<file path="config.mk">
export PLATFORM = sky130hd
export DESIGN_NAME = frame_serializer
export DESIGN_NICKNAME = d
export VERILOG_FILES = /design/src/rtl/frame_serializer.sv
export SDC_FILE = /design/constraint.sdc
export NUM_CORES = 1
export LEC_CHECK = 0
export CAP_MARGIN = 5
export CELL_PAD_IN_SITES_DETAIL_PLACEMENT = 1
export CELL_PAD_IN_SITES_GLOBAL_PLACEMENT = 1
export CORE_MARGIN = 2
export CORE_UTILIZATION = 41
export DETAILED_ROUTE_END_ITERATION = 7
export PLACE_DENSITY = 0.88
export SYNTH_ARGS = -nofsm -noshare
export SYNTH_HDL_FRONTEND = slang
export SYNTH_SLANG_ARGS = --single-unit
</file>
<file path="constraint.sdc">
create_clock -name clk -period 1.81 [get_ports clk]
set_input_delay 0.362 -clock clk [delete_from_list [all_inputs] [get_ports clk]]
set_output_delay 0.362 -clock clk [all_outputs]
set_load 0.02 [all_outputs]
</file>
<file path="src/rtl/frame_serializer.sv">
// Parallel-to-serial frame source: LSB-first data bits, optional parity bit,
// inter-frame gap and a wrapping count of completed frames.
module frame_serializer #(
  parameter int unsigned DATA_W     = 8,
  parameter int unsigned PARITY_EN  = 1,
  parameter int unsigned ODD_PARITY = 0,
  parameter int unsigned GAP_CYCLES = 1,
  parameter int unsigned CNT_W      = 16
) (
  input  logic              clk,
  input  logic              rst_n,
  input  logic [DATA_W-1:0] in_data,
  input  logic              in_valid,
  output logic              in_ready,
  output logic              bit_out,
  output logic              bit_valid,
  output logic              bit_last,
  output logic              busy,
  output logic [CNT_W-1:0]  frame_cnt
);

  localparam int unsigned    BW      = $clog2(DATA_W);
  localparam logic [BW-1:0]  BIT_END = BW'(DATA_W - 1);
  localparam logic [BW-1:0]  BIT_ONE = BW'(1);
  localparam logic [3:0]     GAP_END = (GAP_CYCLES > 0) ? 4'(GAP_CYCLES - 1) : 4'd0;
  localparam logic           HAS_PAR = (PARITY_EN != 0);
  localparam logic           HAS_GAP = (GAP_CYCLES != 0);
  localparam logic           PAR_INV = (ODD_PARITY != 0);

  typedef enum logic [1:0] {IDLE, SHIFT, PARITY, GAP} state_t;

  state_t            state, state_nxt;
  logic [DATA_W-1:0] shreg, shreg_nxt;
  logic              par, par_nxt;
  logic [BW-1:0]     bit_cnt, bit_cnt_nxt;
  logic [3:0]        gap_cnt, gap_cnt_nxt;
  logic              out_nxt, valid_nxt, last_nxt;

  assign in_ready = (state == IDLE);
  assign busy     = (state != IDLE);

  always_ff @(posedge clk or negedge rst_n) begin
    if (!rst_n) begin
      state     <= IDLE;
      shreg     <= '0;
      par       <= 1'b0;
      bit_cnt   <= '0;
      gap_cnt   <= '0;
      bit_out   <= 1'b0;
      bit_valid <= 1'b0;
      bit_last  <= 1'b0;
      frame_cnt <= '0;
    end else begin
      state     <= state_nxt;
      shreg     <= shreg_nxt;
      par       <= par_nxt;
      bit_cnt   <= bit_cnt_nxt;
      gap_cnt   <= gap_cnt_nxt;
      bit_out   <= out_nxt;
      bit_valid <= valid_nxt;
      bit_last  <= last_nxt;
      if (bit_last) frame_cnt <= frame_cnt + CNT_W'(1);
    end
  end

  // Outputs are registered, so each bit is prepared one edge ahead: data bit 0
  // leaves on the accepting edge and shreg holds only the bits still to go.
  always_comb begin
    state_nxt   = state;
    shreg_nxt   = shreg;
    par_nxt     = par;
    bit_cnt_nxt = bit_cnt;
    gap_cnt_nxt = gap_cnt;
    out_nxt     = 1'b0;
    valid_nxt   = 1'b0;
    last_nxt    = 1'b0;
    unique case (state)
      IDLE: begin
        if (in_valid) begin
          state_nxt   = SHIFT;
          shreg_nxt   = in_data >> 1;
          par_nxt     = ^in_data ^ PAR_INV;
          bit_cnt_nxt = '0;
          out_nxt     = in_data[0];
          valid_nxt   = 1'b1;
        end
      end
      SHIFT: begin
        if (bit_cnt != BIT_END) begin
          bit_cnt_nxt = bit_cnt + BIT_ONE;
          shreg_nxt   = shreg >> 1;
          out_nxt     = shreg[0];
          valid_nxt   = 1'b1;
          last_nxt    = !HAS_PAR && (bit_cnt == BIT_END - BIT_ONE);
        end else begin
          bit_cnt_nxt = '0;
          gap_cnt_nxt = '0;
          if (HAS_PAR) begin
            state_nxt = PARITY;
            out_nxt   = par;
            valid_nxt = 1'b1;
            last_nxt  = 1'b1;
          end else if (HAS_GAP) begin
            state_nxt = GAP;
          end else begin
            state_nxt = IDLE;
          end
        end
      end
      PARITY: begin
        gap_cnt_nxt = '0;
        state_nxt   = HAS_GAP ? GAP : IDLE;
      end
      GAP: begin
        if (gap_cnt == GAP_END) state_nxt = IDLE;
        else gap_cnt_nxt = gap_cnt + 4'd1;
      end
    endcase
  end

endmodule

</file>
==> impl_metrics.py, run 1 <==
metrics = {
    "routing": {
        "remaining_drc_errors": 0,
        "wl_per_cell_um": 15.2,
        "num_vias": 1412,
        "first_iter_violations": 51,
        "viasPerCell": 5.21,
        "antenna_left": 0,
        "drt-pass1-iter-count": 4,
        "wl_um": 4110,
    },
    "timing": {
        "fin_crit_sh_pct": 95.7,
        "drv_slew": 0,
        "fin_skew_ns": 0.00600,
        "setup_violations": 0,
        "maxSlewHeadroom_pct": 69.4,
        "layout_min_cycle_time_ns": 1.73,
        "worstMarginPinSlew_ns": 0.459,
        "rsz0062_at_grt": "yes",
        "fmax_ghz": 0.577,
        "timing.final.hold_violations": 0,
    },
    "synth": {
        "syn_inst": 167,
        "yosys-mux-area-fraction_pct": 6.76,
        "synth.largest_area_cell": "dfrtp_1",
        "syn_nets": 188,
        "ys_types": 28,
        "yosys.area_share.simple_pct": 15.5,
        "synth_top_family_by_area": "simple AND/OR/NAND/NOR gates",
        "avgSynthCellArea_um2": 10.9,
        "yosys_warnings": 0,
        "synth_compound_area_share_pct": 6.41,
        "synth-adder-area-share_pct": 6.90,
        "ys_seq_area_share_pct": 49.7,
        "synth_area_um2": 1810,
        "synth_top_area_share_pct": 49.7,
        "synth-xor-area-share_pct": 12.1,
        "synth.ff_latch_count": 36,
        "ys_top_cells_by_area": "dfrtp_1 50%, xnor2_1 10%, ha_1 6.9%",
    },
    "setup_path": {
        "end_kind": "output port",
        "path_max_fanout": 6,
        "worstPathRequired_ns": 1.45,
        "cpLargestDelayFamily": "buffers and inverters",
        "critPathArrivalTime_ns": 1.37,
        "path_class": "reg2out",
        "rrSetupSlack_ns": 0.09,
        "start_kind": "flip-flop",
        "slowest_delay_ns": 0.64,
        "slowest_stage": "clkdlybuf4s50_1",
        "critical_path_buf_inv_count": 1,
        "crit_chain": "clkdlybuf4s50_1",
    },
    "clock_network": {
        "root_buffer": "clkbuf_8",
        "cts_buffer_depth": 2,
        "clkTransAtPathRegs_ns": 0.07,
        "cts_hold_buf": 0,
        "h-tree-depth": 2,
        "cts_made_buffers": 5,
        "cts_tree": "done",
        "cts_num_sinks": 36,
        "insertion_delay_ns": 0.29,
    },
    "die": {
        "row_count": 24,
        "die_area_um2": 4970,
        "die_w_um": 70.5,
        "die_y_um": 70.5,
        "start_util_pct": 42.2,
        "fp.coreArea_um2": 4290,
        "pin_count": 32,
    },
    "global_route": {
        "grt-ovfl-total": 0,
        "antenna_found_initial": 0,
        "grt_pass1_vias": 1488,
        "grt_first_pass_wirelength_um": 6960,
        "grt_usage_pct": 18.0,
        "grt_max_degree": 37,
    },
    "final_layout": {
        "syn2layout_area_growth_pct": 33.4,
        "nFillCells": 470,
        "final_nets": 240,
        "mostFrequentLayoutCells": "36 x dfrtp_1, 28 x clkdlybuf4s50_1, 21 x xnor2_1",
        "diodes": 0,
        "layout-drive-gt1-share_pct": 16.4,
        "final_common_cell": "dfrtp_1",
        "final_core_util_pct": 56.4,
    },
    "run_status": {
        "status": "completed",
    },
    "run": {
        "maxCapViolations": 0,
    },
    "placed_design": {
        "finalWeightedCongestion": 0.759,
        "hpwl_um": 3040,
        "port_buffers": 31,
    },
    "pwr": {
        "p_per_area_nw_per_um2": 1310,
        "fin_total_pwr_uw": 3160,
        "vdd_ir_drop_max_uv": 704,
        "leakage_uw": 0.00107,
    },
    "worst_hold_path": {
        "worst_hold_path_type": "reg2reg",
    },
}
==> cell type report <==
type | count | area (µm²) | share of cell area (%)
inverter | 9 | 33.8 | 1.40
multi-input combinational | 119 | 886 | 36.6
tap | 52 | 65.1 | 2.69
timing repair buffer | 48 | 439 | 18.1
clock buffer | 7 | 96.3 | 3.98
sequential | 36 | 901 | 37.2
==> flip-flops by register name, summed over array words and instances (netlist names) <==
signal     cells
bit_out        1
shreg          7
bit_last       1
gap_cnt        4
bit_valid      1
frame_cnt     16
par            1
bit_cnt        3
state          2
==> metal layers <==
layer  vias to the layer above  GRT usage [%]  wire length, µm
met3                         7           4.76              175
met5                         -              0                0
met1                       698           20.6             1730
li1                        673              -                -
met2                        34           31.2             2090
met4                         0           8.12              106
==> synthesized netlist by cell type <==
master / count
and2_1: 1
nand2_1: 9
nor2_1: 16
nor2b_1: 3
nand4_1: 4
xnor2_1: 21
mux2i_1: 10
mux2_2: 2
a32oi_1: 2
nor3_2: 4
nor3b_1: 1
a31oi_1: 2
o21ai_0: 7
nand3_1: 6
inv_1: 9
nor2b_2: 1
a21oi_1: 7
nand4_2: 1
buf_2: 3
ha_1: 10
nor4_1: 1
xor2_1: 4
a2bb2oi_1: 1
nor4b_1: 1
nor3_1: 3
o31ai_1: 1
dfrtp_1: 36
or2_4: 1
==> cell families after synthesis <==
logic type	Yosys count
compound gates	20
xor+xnor	25
fa+ha+maj	10
buf+inv	12
flops	36
mux	12
simple gates	52
==> report_power, final <==
part / total [µW] / internal [µW] / leakage (µW) / switching [µW]
combinational: 1420 / 679 / 0.000550 / 741
clock: 624 / 339 / 0.0000503 / 285
sequential: 1120 / 992 / 0.000467 / 127
total: 3160 / 2010 / 0.00107 / 1150
==> stage by stage <==
step / worst slack, ns / setup TNS [ns] / hold slack, ns / cells / area, µm²
2_1_floorplan: 0.113 / 0 / 0.0664 / 167 / 1810
3_3_place_gp: 0.116 / 0 / 0.461 / 262 / 2290
3_5_place_dp: 0.0279 / 0 / 0.466 / 262 / 2290
4_1_cts: 0.00131 / 0 / 0.478 / 269 / 2380
5_1_grt: -0.0185 / -0.0233 / 0.516 / 271 / 2420
6_report: 0.0772 / 0 / 0.474 / 271 / 2420
==> what timing repair did <==
item,4_1_cts,5_1_grt
cloned,0,1
pin swaps,0,2
hold endpoints to repair,0,0
gates resized for setup,2,6
buffers inserted,0,1
setup endpoints to repair,3,13
==> worst paths after layout <==
kind,start,endpoint,cells past startpoint
min in group asynchronous,rst_n,gap_cnt[0]$_DFFE_PN0P_,2
worst min register to register,frame_cnt[15]$_DFFE_PN0P_,frame_cnt[15]$_DFFE_PN0P_,1
worst max register to register,bit_cnt[0]$_DFFE_PN0P_,gap_cnt[0]$_DFFE_PN0P_,8
worst min-delay path,frame_cnt[15]$_DFFE_PN0P_,frame_cnt[15]$_DFFE_PN0P_,1
worst max-delay path,frame_cnt[6]$_DFFE_PN0P_,frame_cnt[6],1
max in group asynchronous,rst_n,frame_cnt[9]$_DFFE_PN0P_,2
Note: power is estimated with default switching activity, not from simulation.
==> inputs of run 2 (changes only) <==
--- a/config.mk
+++ b/config.mk
@@ -11,6 +11,7 @@
 export CORE_MARGIN = 2
 export CORE_UTILIZATION = 41
 export DETAILED_ROUTE_END_ITERATION = 7
+export HOLD_SLACK_MARGIN = 0.02
 export PLACE_DENSITY = 0.88
 export SYNTH_ARGS = -nofsm -noshare
 export SYNTH_HDL_FRONTEND = slang
==> results of run 2 <==
Same layout as run 1: the final DEF is identical, and so are final timing and power.
==> inputs of run 3 (changes only) <==
--- a/config.mk
+++ b/config.mk
@@ -10,9 +10,11 @@
 export CELL_PAD_IN_SITES_GLOBAL_PLACEMENT = 1
 export CORE_MARGIN = 2
 export CORE_UTILIZATION = 41
+export CTS_CLUSTER_DIAMETER = 120
 export DETAILED_ROUTE_END_ITERATION = 7
 export HOLD_SLACK_MARGIN = 0.02
 export PLACE_DENSITY = 0.88
+export SLEW_MARGIN = 30
 export SYNTH_ARGS = -nofsm -noshare
 export SYNTH_HDL_FRONTEND = slang
 export SYNTH_SLANG_ARGS = --single-unit
==> results of run 3 <==
Same layout as run 1: the final DEF is identical, and so are final timing and power.
